==> config.mk <==
export PLATFORM = sky130hd
export DESIGN_NAME = pdp8_uart
export DESIGN_NICKNAME = d
export VERILOG_FILES = /design/src/rtl/pdp8_uart_pkg.sv /design/src/rtl/pdp8_uart_rx.sv /design/src/rtl/pdp8_uart.sv
export SDC_FILE = /design/constraint.sdc
export NUM_CORES = 1
export LEC_CHECK = 0
export ABC_AREA = 1
export BUFFER_PORTS_ARGS = -buffer_cell sky130_fd_sc_hd__clkbuf_2
export CAP_MARGIN = 0
export CORE_ASPECT_RATIO = 1.1
export CORE_MARGIN = 2
export CORE_UTILIZATION = 45
export DETAILED_ROUTE_END_ITERATION = 8
export HOLD_SLACK_MARGIN = 0.05
export PLACE_DENSITY = 0.72
export SKIP_CTS_REPAIR_TIMING = 1
export SYNTH_ARGS = -nofsm -noshare
export SYNTH_HDL_FRONTEND = slang
export SYNTH_SLANG_ARGS = --single-unit
==> constraint.sdc <==
create_clock -name clk -period 2.9 [get_ports clk]
set_input_delay 0.29 -clock clk [delete_from_list [all_inputs] [get_ports clk]]
set_output_delay 0.29 -clock clk [all_outputs]
set_load 0.05 [all_outputs]
==> src/rtl/pdp8_uart_pkg.sv <==
// Shared constants for the console TT serial line: frame geometry, mid-bit
// sample phases and the state encodings of the transmit and receive machines.
package pdp8_uart_pkg;

  localparam int DATA_BITS  = 8;
  localparam int OVERSAMPLE = 16;

  localparam logic [3:0] START_MID = 4'd7;
  localparam logic [3:0] BIT_MID   = 4'd15;

  typedef logic [1:0] txState_t;
  localparam txState_t TX_IDLE  = 2'd0;
  localparam txState_t TX_START = 2'd1;
  localparam txState_t TX_DATA  = 2'd2;
  localparam txState_t TX_STOP  = 2'd3;

  typedef logic [2:0] rxState_t;
  localparam rxState_t RX_IDLE  = 3'd0;
  localparam rxState_t RX_START = 3'd1;
  localparam rxState_t RX_DATA  = 3'd2;
  localparam rxState_t RX_STOP  = 3'd3;
  localparam rxState_t RX_BREAK = 3'd4;

endpackage

==> src/rtl/pdp8_uart_rx.sv <==
// Receive path: input synchroniser, oversampled 8N1 deserialiser and the
// holding register. o_done pulses combinationally on the edge rx_hold loads.
module pdp8_uart_rx
  import pdp8_uart_pkg::*;
(
  input  logic                 clk,
  input  logic                 reset,
  input  logic                 i_rxClk,
  input  logic                 i_rxIn,
  output logic [DATA_BITS-1:0] o_hold,
  output logic                 o_done
);

  logic                 r_sync1;
  logic                 r_sync2;
  rxState_t             r_state;
  logic [3:0]           r_phase;
  logic [2:0]           r_bitCnt;
  logic [DATA_BITS-1:0] r_shift;
  logic [DATA_BITS-1:0] r_hold;
  logic                 w_line;

  assign w_line = r_sync2;
  assign o_hold = r_hold;
  assign o_done = i_rxClk && (r_state == RX_STOP) && (r_phase == BIT_MID) && w_line;

  always_ff @(posedge clk) begin
    if (reset) begin
      r_sync1  <= 1'b1;
      r_sync2  <= 1'b1;
      r_state  <= RX_IDLE;
      r_phase  <= 4'd0;
      r_bitCnt <= 3'd0;
      r_shift  <= '0;
      r_hold   <= '0;
    end else begin
      r_sync1 <= i_rxIn;
      r_sync2 <= r_sync1;
      if (i_rxClk) begin
        case (r_state)
          RX_IDLE: begin
            if (!w_line) begin
              r_state <= RX_START;
              r_phase <= 4'd0;
            end
          end
          // A start bit that is high again at its middle was only a glitch.
          RX_START: begin
            if (r_phase == START_MID) begin
              if (w_line) begin
                r_state <= RX_IDLE;
              end else begin
                r_state  <= RX_DATA;
                r_phase  <= 4'd0;
                r_bitCnt <= 3'd0;
              end
            end else begin
              r_phase <= r_phase + 4'd1;
            end
          end
          RX_DATA: begin
            r_phase <= r_phase + 4'd1;
            if (r_phase == BIT_MID) begin
              r_shift  <= {w_line, r_shift[DATA_BITS-1:1]};
              r_bitCnt <= r_bitCnt + 3'd1;
              if (r_bitCnt == 3'd7) begin
                r_state <= RX_STOP;
              end
            end
          end
          RX_STOP: begin
            r_phase <= r_phase + 4'd1;
            if (r_phase == BIT_MID) begin
              if (w_line) begin
                r_hold  <= r_shift;
                r_state <= RX_IDLE;
              end else begin
                r_state <= RX_BREAK;
              end
            end
          end
          RX_BREAK: begin
            if (w_line) begin
              r_state <= RX_IDLE;
            end
          end
          default: r_state <= RX_IDLE;
        endcase
      end
    end
  end

endmodule

==> src/rtl/pdp8_uart.sv <==
// Console TT serial-line UART: transmit holding register and 8N1 shifter,
// plus the req/ack handshakes towards the console device controller.
module pdp8_uart
  import pdp8_uart_pkg::*;
(
  input  logic                 clk,
  input  logic                 reset,
  input  logic                 tx_clk,
  input  logic                 tx_req,
  input  logic [DATA_BITS-1:0] tx_data,
  output logic                 tx_ack,
  output logic                 tx_empty,
  input  logic                 rx_clk,
  input  logic                 rx_req,
  output logic                 rx_ack,
  output logic [DATA_BITS-1:0] rx_data,
  output logic                 rx_empty,
  input  logic                 rx_in,
  output logic                 tx_out
);

  logic                 r_txHoldFull;
  logic [DATA_BITS-1:0] r_txHold;
  logic [DATA_BITS-1:0] r_txShift;
  logic [2:0]           r_txBitCnt;
  txState_t             r_txState;
  logic                 r_txOut;
  logic                 r_txAck;

  logic                 r_rxAck;
  logic [DATA_BITS-1:0] r_rxData;
  logic                 r_rxEmpty;
  logic [DATA_BITS-1:0] w_rxHold;
  logic                 w_rxDone;

  assign tx_out   = r_txOut;
  assign tx_ack   = r_txAck;
  assign tx_empty = !r_txHoldFull && (r_txState == TX_IDLE);
  assign rx_ack   = r_rxAck;
  assign rx_data  = r_rxData;
  assign rx_empty = r_rxEmpty;

  // Handshake fill and shifter load never coincide: one needs the holding
  // register empty, the other needs it full.
  always_ff @(posedge clk) begin
    if (reset) begin
      r_txHoldFull <= 1'b0;
      r_txHold     <= '0;
      r_txShift    <= '0;
      r_txBitCnt   <= 3'd0;
      r_txState    <= TX_IDLE;
      r_txOut      <= 1'b1;
      r_txAck      <= 1'b0;
    end else begin
      if (!tx_req) begin
        r_txAck <= 1'b0;
      end else if (!r_txAck && !r_txHoldFull) begin
        r_txHold     <= tx_data;
        r_txHoldFull <= 1'b1;
        r_txAck      <= 1'b1;
      end
      if (tx_clk) begin
        case (r_txState)
          // Leaving STOP straight into START keeps back-to-back frames gapless.
          TX_IDLE, TX_STOP: begin
            if (r_txHoldFull) begin
              r_txShift    <= r_txHold;
              r_txHoldFull <= 1'b0;
              r_txOut      <= 1'b0;
              r_txState    <= TX_START;
            end else begin
              r_txState <= TX_IDLE;
            end
          end
          TX_START: begin
            r_txOut    <= r_txShift[0];
            r_txShift  <= r_txShift >> 1;
            r_txBitCnt <= 3'd0;
            r_txState  <= TX_DATA;
          end
          TX_DATA: begin
            if (r_txBitCnt == 3'd7) begin
              r_txOut   <= 1'b1;
              r_txState <= TX_STOP;
            end else begin
              r_txOut    <= r_txShift[0];
              r_txShift  <= r_txShift >> 1;
              r_txBitCnt <= r_txBitCnt + 3'd1;
            end
          end
          default: r_txState <= TX_IDLE;
        endcase
      end
    end
  end

  pdp8_uart_rx u_rx (
    .clk     (clk),
    .reset   (reset),
    .i_rxClk (rx_clk),
    .i_rxIn  (rx_in),
    .o_hold  (w_rxHold),
    .o_done  (w_rxDone)
  );

  // A frame finishing on the handshake edge still marks the holding register
  // full; the handshake itself hands over the previous byte.
  always_ff @(posedge clk) begin
    if (reset) begin
      r_rxAck   <= 1'b0;
      r_rxData  <= '0;
      r_rxEmpty <= 1'b1;
    end else begin
      if (!rx_req) begin
        r_rxAck <= 1'b0;
      end else if (!r_rxAck) begin
        r_rxData  <= w_rxHold;
        r_rxAck   <= 1'b1;
        r_rxEmpty <= 1'b1;
      end
      if (w_rxDone) begin
        r_rxEmpty <= 1'b0;
      end
    end
  end

endmodule

# After elaboration in Yosys (flattened, before gate mapping)
# Index checks and enable logic that the tools add are counted.
[op_classes]
n_addsub = 3
eq_ne = 22
mux = 36
bitwise = 2
n_reduce_logical = 28
[op_table]
columns = ["operator", "count"]
rows = [
  ["$mux 3", 11],
  ["$pmux 8 s3", 1],
  ["$mux 8", 2],
  ["$pmux 3 s5", 1],
  ["$mux 1", 12],
  ["$ne 2x2->1 const B", 6],
  ["$pmux 3 s2", 2],
  ["$pmux 4 s3", 1],
  ["$reduce_and 2->1", 6],
  ["$ne 2x1->1 const B", 5],
  ["$eq 3x3->1 const B", 3],
  ["$reduce_and 3->1", 3],
  ["$mux 4", 2],
  ["$reduce_and 7->1", 1],
  ["$add 3x1->3 const B", 2],
  ["$eq 3x2->1 const B", 2],
  ["$pmux 2 s3", 1],
  ["$reduce_bool 2->1", 3],
  ["$reduce_or 2->1", 3],
  ["$logic_and 1x1->1", 5],
  ["$reduce_and 5->1", 1],
  ["$add 4x1->4 const B", 1],
  ["$eq 2x2->1 const B", 2],
  ["$eq 4x3->1 const B", 1],
  ["other kinds (11)", 14],
]
[totals]
reg_bits = 62
input_bits = 15
out_inout_bits = 13
word_cells = 108

# Longest topological paths before layout
[logic_depth]
word_depth = 7
ltp_mapped = 10
ltp_nobuf = 10

# Cells and area by module
# From an unflattened synthesis, not the netlist that was laid out.
[unflattened]
cells_unflattened = 371
hier_area_um2 = 2718.9
[by_module_without_submodules]
columns = ["module", "instances", "cells_each", "area_each_um2", "seq_area_each_um2"]
rows = [
  ["pdp8_uart", 1, 203, 1471.4, 680.7],
  ["pdp8_uart_rx", 1, 168, 1247.4, 560.5],
]

# Worst setup path before layout
# OpenSTA, ideal clock, no wires.
[synth_timing]
path_kind = "register -> output"
from = "register r_txState[0]"
to = "output tx_empty"
arrival_time_ns = 1.187
required_time_ns = 2.610
slack_ns = 1.423
path_stages_with_launch = 5
n_path_buf = 0
cell_sequence = "dfxtp_1 > inv_1 > ha_1 > inv_1 > nor2_1"
[synth_between]
elab_chain_len = 2
[synth_rtl]
columns = ["item", "line", "text"]
rows = [
  ["from (decl)", "pdp8_uart.sv:26", "txState_t r_txState;"],
  ["from (signal assigned)", "pdp8_uart.sv:51", "r_txState <= TX_IDLE;"],
  ["from (signal assigned)", "pdp8_uart.sv:70", "r_txState <= TX_START;"],
  ["from (signal assigned)", "pdp8_uart.sv:72", "r_txState <= TX_IDLE;"],
  ["$logic_not 2->1", "pdp8_uart.sv:38", "assign tx_empty = !r_txHoldFull && (r_txState == TX_IDLE);"],
  ["$logic_and 1x1->1", "pdp8_uart.sv:38", ""],
  ["to (decl)", "pdp8_uart.sv:12", "output logic tx_empty,"],
]
# Every way passes these cells.

# Final worst setup path
[layout_timing]
from = "register r_txState[0]"
to = "register r_txShift[0]"
[layout_between]
elab_chain_len = 4
word_cells_on_any_way = 9
cone_classes = "5 x eq/ne; 1 x mux; 3 x reduce/logical"
[layout_rtl]
columns = ["item", "line", "text"]
rows = [
  ["$eq 2x2->1 / $logic_not 2->1 (equally long branches)", "pdp8_uart.sv:63", "case (r_txState)"],
  ["$reduce_or 2->1", "pdp8_uart.sv:63", ""],
  ["$ne 2x2->1 (no line)", "--", ""],
  ["$reduce_and 3->1 (no line)", "--", ""],
  ["to (signal assigned)", "pdp8_uart.sv:67", "r_txShift <= r_txHold;"],
  ["to (signal assigned)", "pdp8_uart.sv:77", "r_txShift <= r_txShift >> 1;"],
  ["to (signal assigned)", "pdp8_uart.sv:87", "r_txShift <= r_txShift >> 1;"],
  ["to (decl)", "pdp8_uart.sv:24", "logic [DATA_BITS-1:0] r_txShift;"],
]
# Parallel ways exist; a longest one is shown, timed or not.
# A chain may end at the register's enable or synchronous reset.

==> key figures <==
Setup path
  – WP data required: 3120 ps
  – Family with the most delay on the worst path: simple AND/OR/NAND/NOR gates
  – Crit-path max cell delay: 490 ps
  – Crit Reg-Reg Startpoint: r_txState[0]
  – Worst setup SP type: flop
  – Critical path buffers and inverters: 1
  – Worst setup path class: flop to flop
  – CP Cell Sequence: inv_1 > ha_1 > nor2_1 > nor2_2 > nand2_1 > o21ai_0 > a21oi_1
  – Slowest cell on crit path: ha_1
  – Crit path DAT: 2150 ps
  – Worst r2r path cells: 7
  – Reg2reg setup slack: 970 ps
  – Crit end category: flop
  – Reg2reg end: r_txShift[0]
  – CP max FO: 12

Floorplanning
  – Die extent in x: 77.1 µm
  – Site Rows: 29
  – Die height: 84.4 µm
  – Area of the die: 0.00650 mm²
  – Core footprint: 0.00573 mm²
  – Starting Density: 46.1%
  – IO Count: 28

Route
  – Pre-Repair DR Iteration Count: 4
  – Routed Antenna Nets: 0
  – DRC: 0
  – Number of vias in the routed layout: 2279
  – Routed WL: 5300 µm
  – Per-cell routed wire length: 11.6 µm
  – First-iteration detailed-routing DRC count: 121
  – Drt via density: 4.99

STA
  – Unrepaired setup endpoints after global routing: no
  – Max_slew headroom: 45.0%
  – Fin Clk Skew: 11.0 ps
  – Worst slew pin tran: 821 ps
  – Setup TNS: 0 ps
  – Tmin final: 1930 ps
  – Setup violations, final: 0
  – Achievable Freq: 0.518 GHz
  – Fin. Hold Viols: 0
  – Final period util: 66.6%
  – Slew Viols, Final: 0

Clock network
  – CTS max path bufs: 2
  – CTS Sinks: 62
  – Worst skew pair latency: 340 ps
  – CTS Buf Count: 9
  – CTS tree: yes
  – Clk slew on worst S/H paths: 80 ps
  – Root Driver: clkbuf_8
  – H-tree levels: 3

Global routing
  – Initial antenna violation count: 0
  – Total grt overflow: 0
  – Largest net degree at the start of global routing: 28
  – First-pass GRT wire length: 8900 µm
  – Vias in the first global route: 2037
  – Total GRT Usage: 17.1%

Run status
  – Status: completed

Min path
  – Hold Path Stages: 2
  – Hold Crit Start: rx_in
  – Hold EP: u_rx.r_sync1
  – Hold Crit Class: input pin to flop

Pwr
  – Static Leak: 1.27 nW
  – Clk pwr share: 35.6%
  – Pwr Density: 730 mW/mm²
  – Internal power: 1.49 mW
  – Combinational Power Share: 20.2%
  – P_sw: 712 µW
  – Sw Share: 32.4%
  – Max VDD drop: 0.379 mV
  – Flop pwr share: 44.2%

Placement
  – GP Congestion: 0.888
  – IO Port Bufs: 27
  – Placed Cells: 441
  – Placed wire-length estimate: 3600 µm

Finish
  – ANT cells: 0
  – Layout net count: 398
  – Fin util: 52.5%
  – Area delta synth->final: 13.9%
  – Layout Cells excl Fill: 457
  – Layout cells sized above 1: 14.2%

Yosys
  – Sequential share of the synthesized area: 46.9%
  – Post-Syn Area per Cell: 7.55 µm²
  – Share of the synthesized area in the top cell type: 46.9%
  – Yosys warns: 0
  – Synthesized instance count: 350
  – Yosys reg bits: 62
  – Syn Nets: 373
  – Synthesized cell area: 0.00264 mm²
  – Synth area leader: dfxtp_1
  – Netlist cell types: 29
  – Synth top area cells: dfxtp_1 (47%), nand2_1 (8.9%), a21oi_1 (8.1%)

Run
  – Maxcap violations: 0
[worst reg2reg max path: cells and delay by family, from the launching register on]
kind / cells / cell delay (ps)
AO/OA/AOI/OAI: 2 / 260
adder cells (fa/ha/maj): 1 / 490
buffers and inverters: 1 / 70
flip-flops: 1 / 340
AND/OR/NAND/NOR: 3 / 660
[cells by family after synthesis]
logic type,after synthesis,share of synthesized area (%)
flops,62,46.9
fa+ha+maj,8,3.79
simple gates,143,23.6
xor+xnor,1,0.331
buf+inv,49,8.04
compound gates,87,17.3
[layer usage]
layer	global-route usage [%]	up-vias	routed length, µm
li1	-	1204	-
met5	0	-	0
met4	9.58	0	73
met3	3.76	8	198
met1	21.6	1027	2510
met2	27.2	40	2520
[per-stage QoR]
step           cell area, µm²  power, mW  hold slack (ps)  setup slack, ps
2_1_floorplan            2640       1.35              389             1420
3_3_place_gp             2800       1.43              392             1060
3_5_place_dp             2800       1.44              397              991
4_1_cts                  3010       2.22              131              951
5_1_grt                  3010       2.33              143              794
6_report                 3010       2.20              136              970
[cells in the mapped netlist (all sizes together)]
cell type / count
clkinv: 1
a21oi: 43
buf: 9
xor2: 1
inv: 34
o211ai: 1
clkbuf: 5
nand3: 29
nor2: 44
o211a: 1
nand2: 64
o21ai: 37
nor3: 1
dfxtp: 62
or2: 2
nand4: 1
a31oi: 2
ha: 8
nand3b: 2
a21o: 1
a22oi: 2
[area by class of cell]
class	instances	area, µm²
clock buffer	11	151
timing repair buffer	28	143
multi-input combinational	239	1190
sequential	62	1240
clock inverter	5	57.6
inverter	35	131
tap	77	96.3
fill	557	2720
[power by group through the flow]
stage | clock, mW | sequential [mW] | combinational (mW)
floorplan | 0 | 0.999 | 0.354
global placement | 0 | 0.990 | 0.437
detailed placement | 0 | 0.992 | 0.444
CTS | 0.796 | 0.972 | 0.448
global route | 0.829 | 0.984 | 0.515
finish | 0.782 | 0.972 | 0.445
[state kept, by name, indices dropped and copies added (netlist names), 3 cells and up]
name and cells:
r_txBitCnt 3, r_txHold 8, r_txShift 8, rx_data 8, u_rx.o_hold 8, u_rx.r_bitCnt 3, u_rx.r_phase 4, u_rx.r_shift 8
u_rx.r_state 3
[worst max path at each step]
stage                    to         start  cells past startpoint
2_1_floorplan      tx_empty  r_txState[0]                      4
3_3_place_gp   r_txShift[0]  r_txState[0]                      7
3_5_place_dp   r_txShift[0]  r_txState[1]                      7
4_1_cts        r_txShift[0]  r_txState[1]                      7
5_1_grt        r_txShift[6]  r_txState[1]                      7
6_report       r_txShift[0]  r_txState[0]                      7
[cell usage in the layout (no fill, tap or decap)]
cell	n
clkinv_2	1
a22oi_1	2
xor2_1	1
buf_4	1
nand3_1	27
a31oi_1	2
a21oi_1	43
nand3_2	1
or2_2	2
clkinvlp_4	3
nand3_4	1
o21ai_2	1
clkbuf_8	11
nor2_2	3
nor3_1	1
o211ai_1	1
dfxtp_1	62
nand3b_1	2
a21o_1	1
clkinv_1	1
o211a_1	1
nor2_4	1
nor2_1	40
nand2_1	63
bufinv_16	1
clkbuf_2	27
inv_1	34
o21ai_0	36
nand4_1	1
ha_1	8
nand2_2	1
Power figures use the tool's default switching activity.
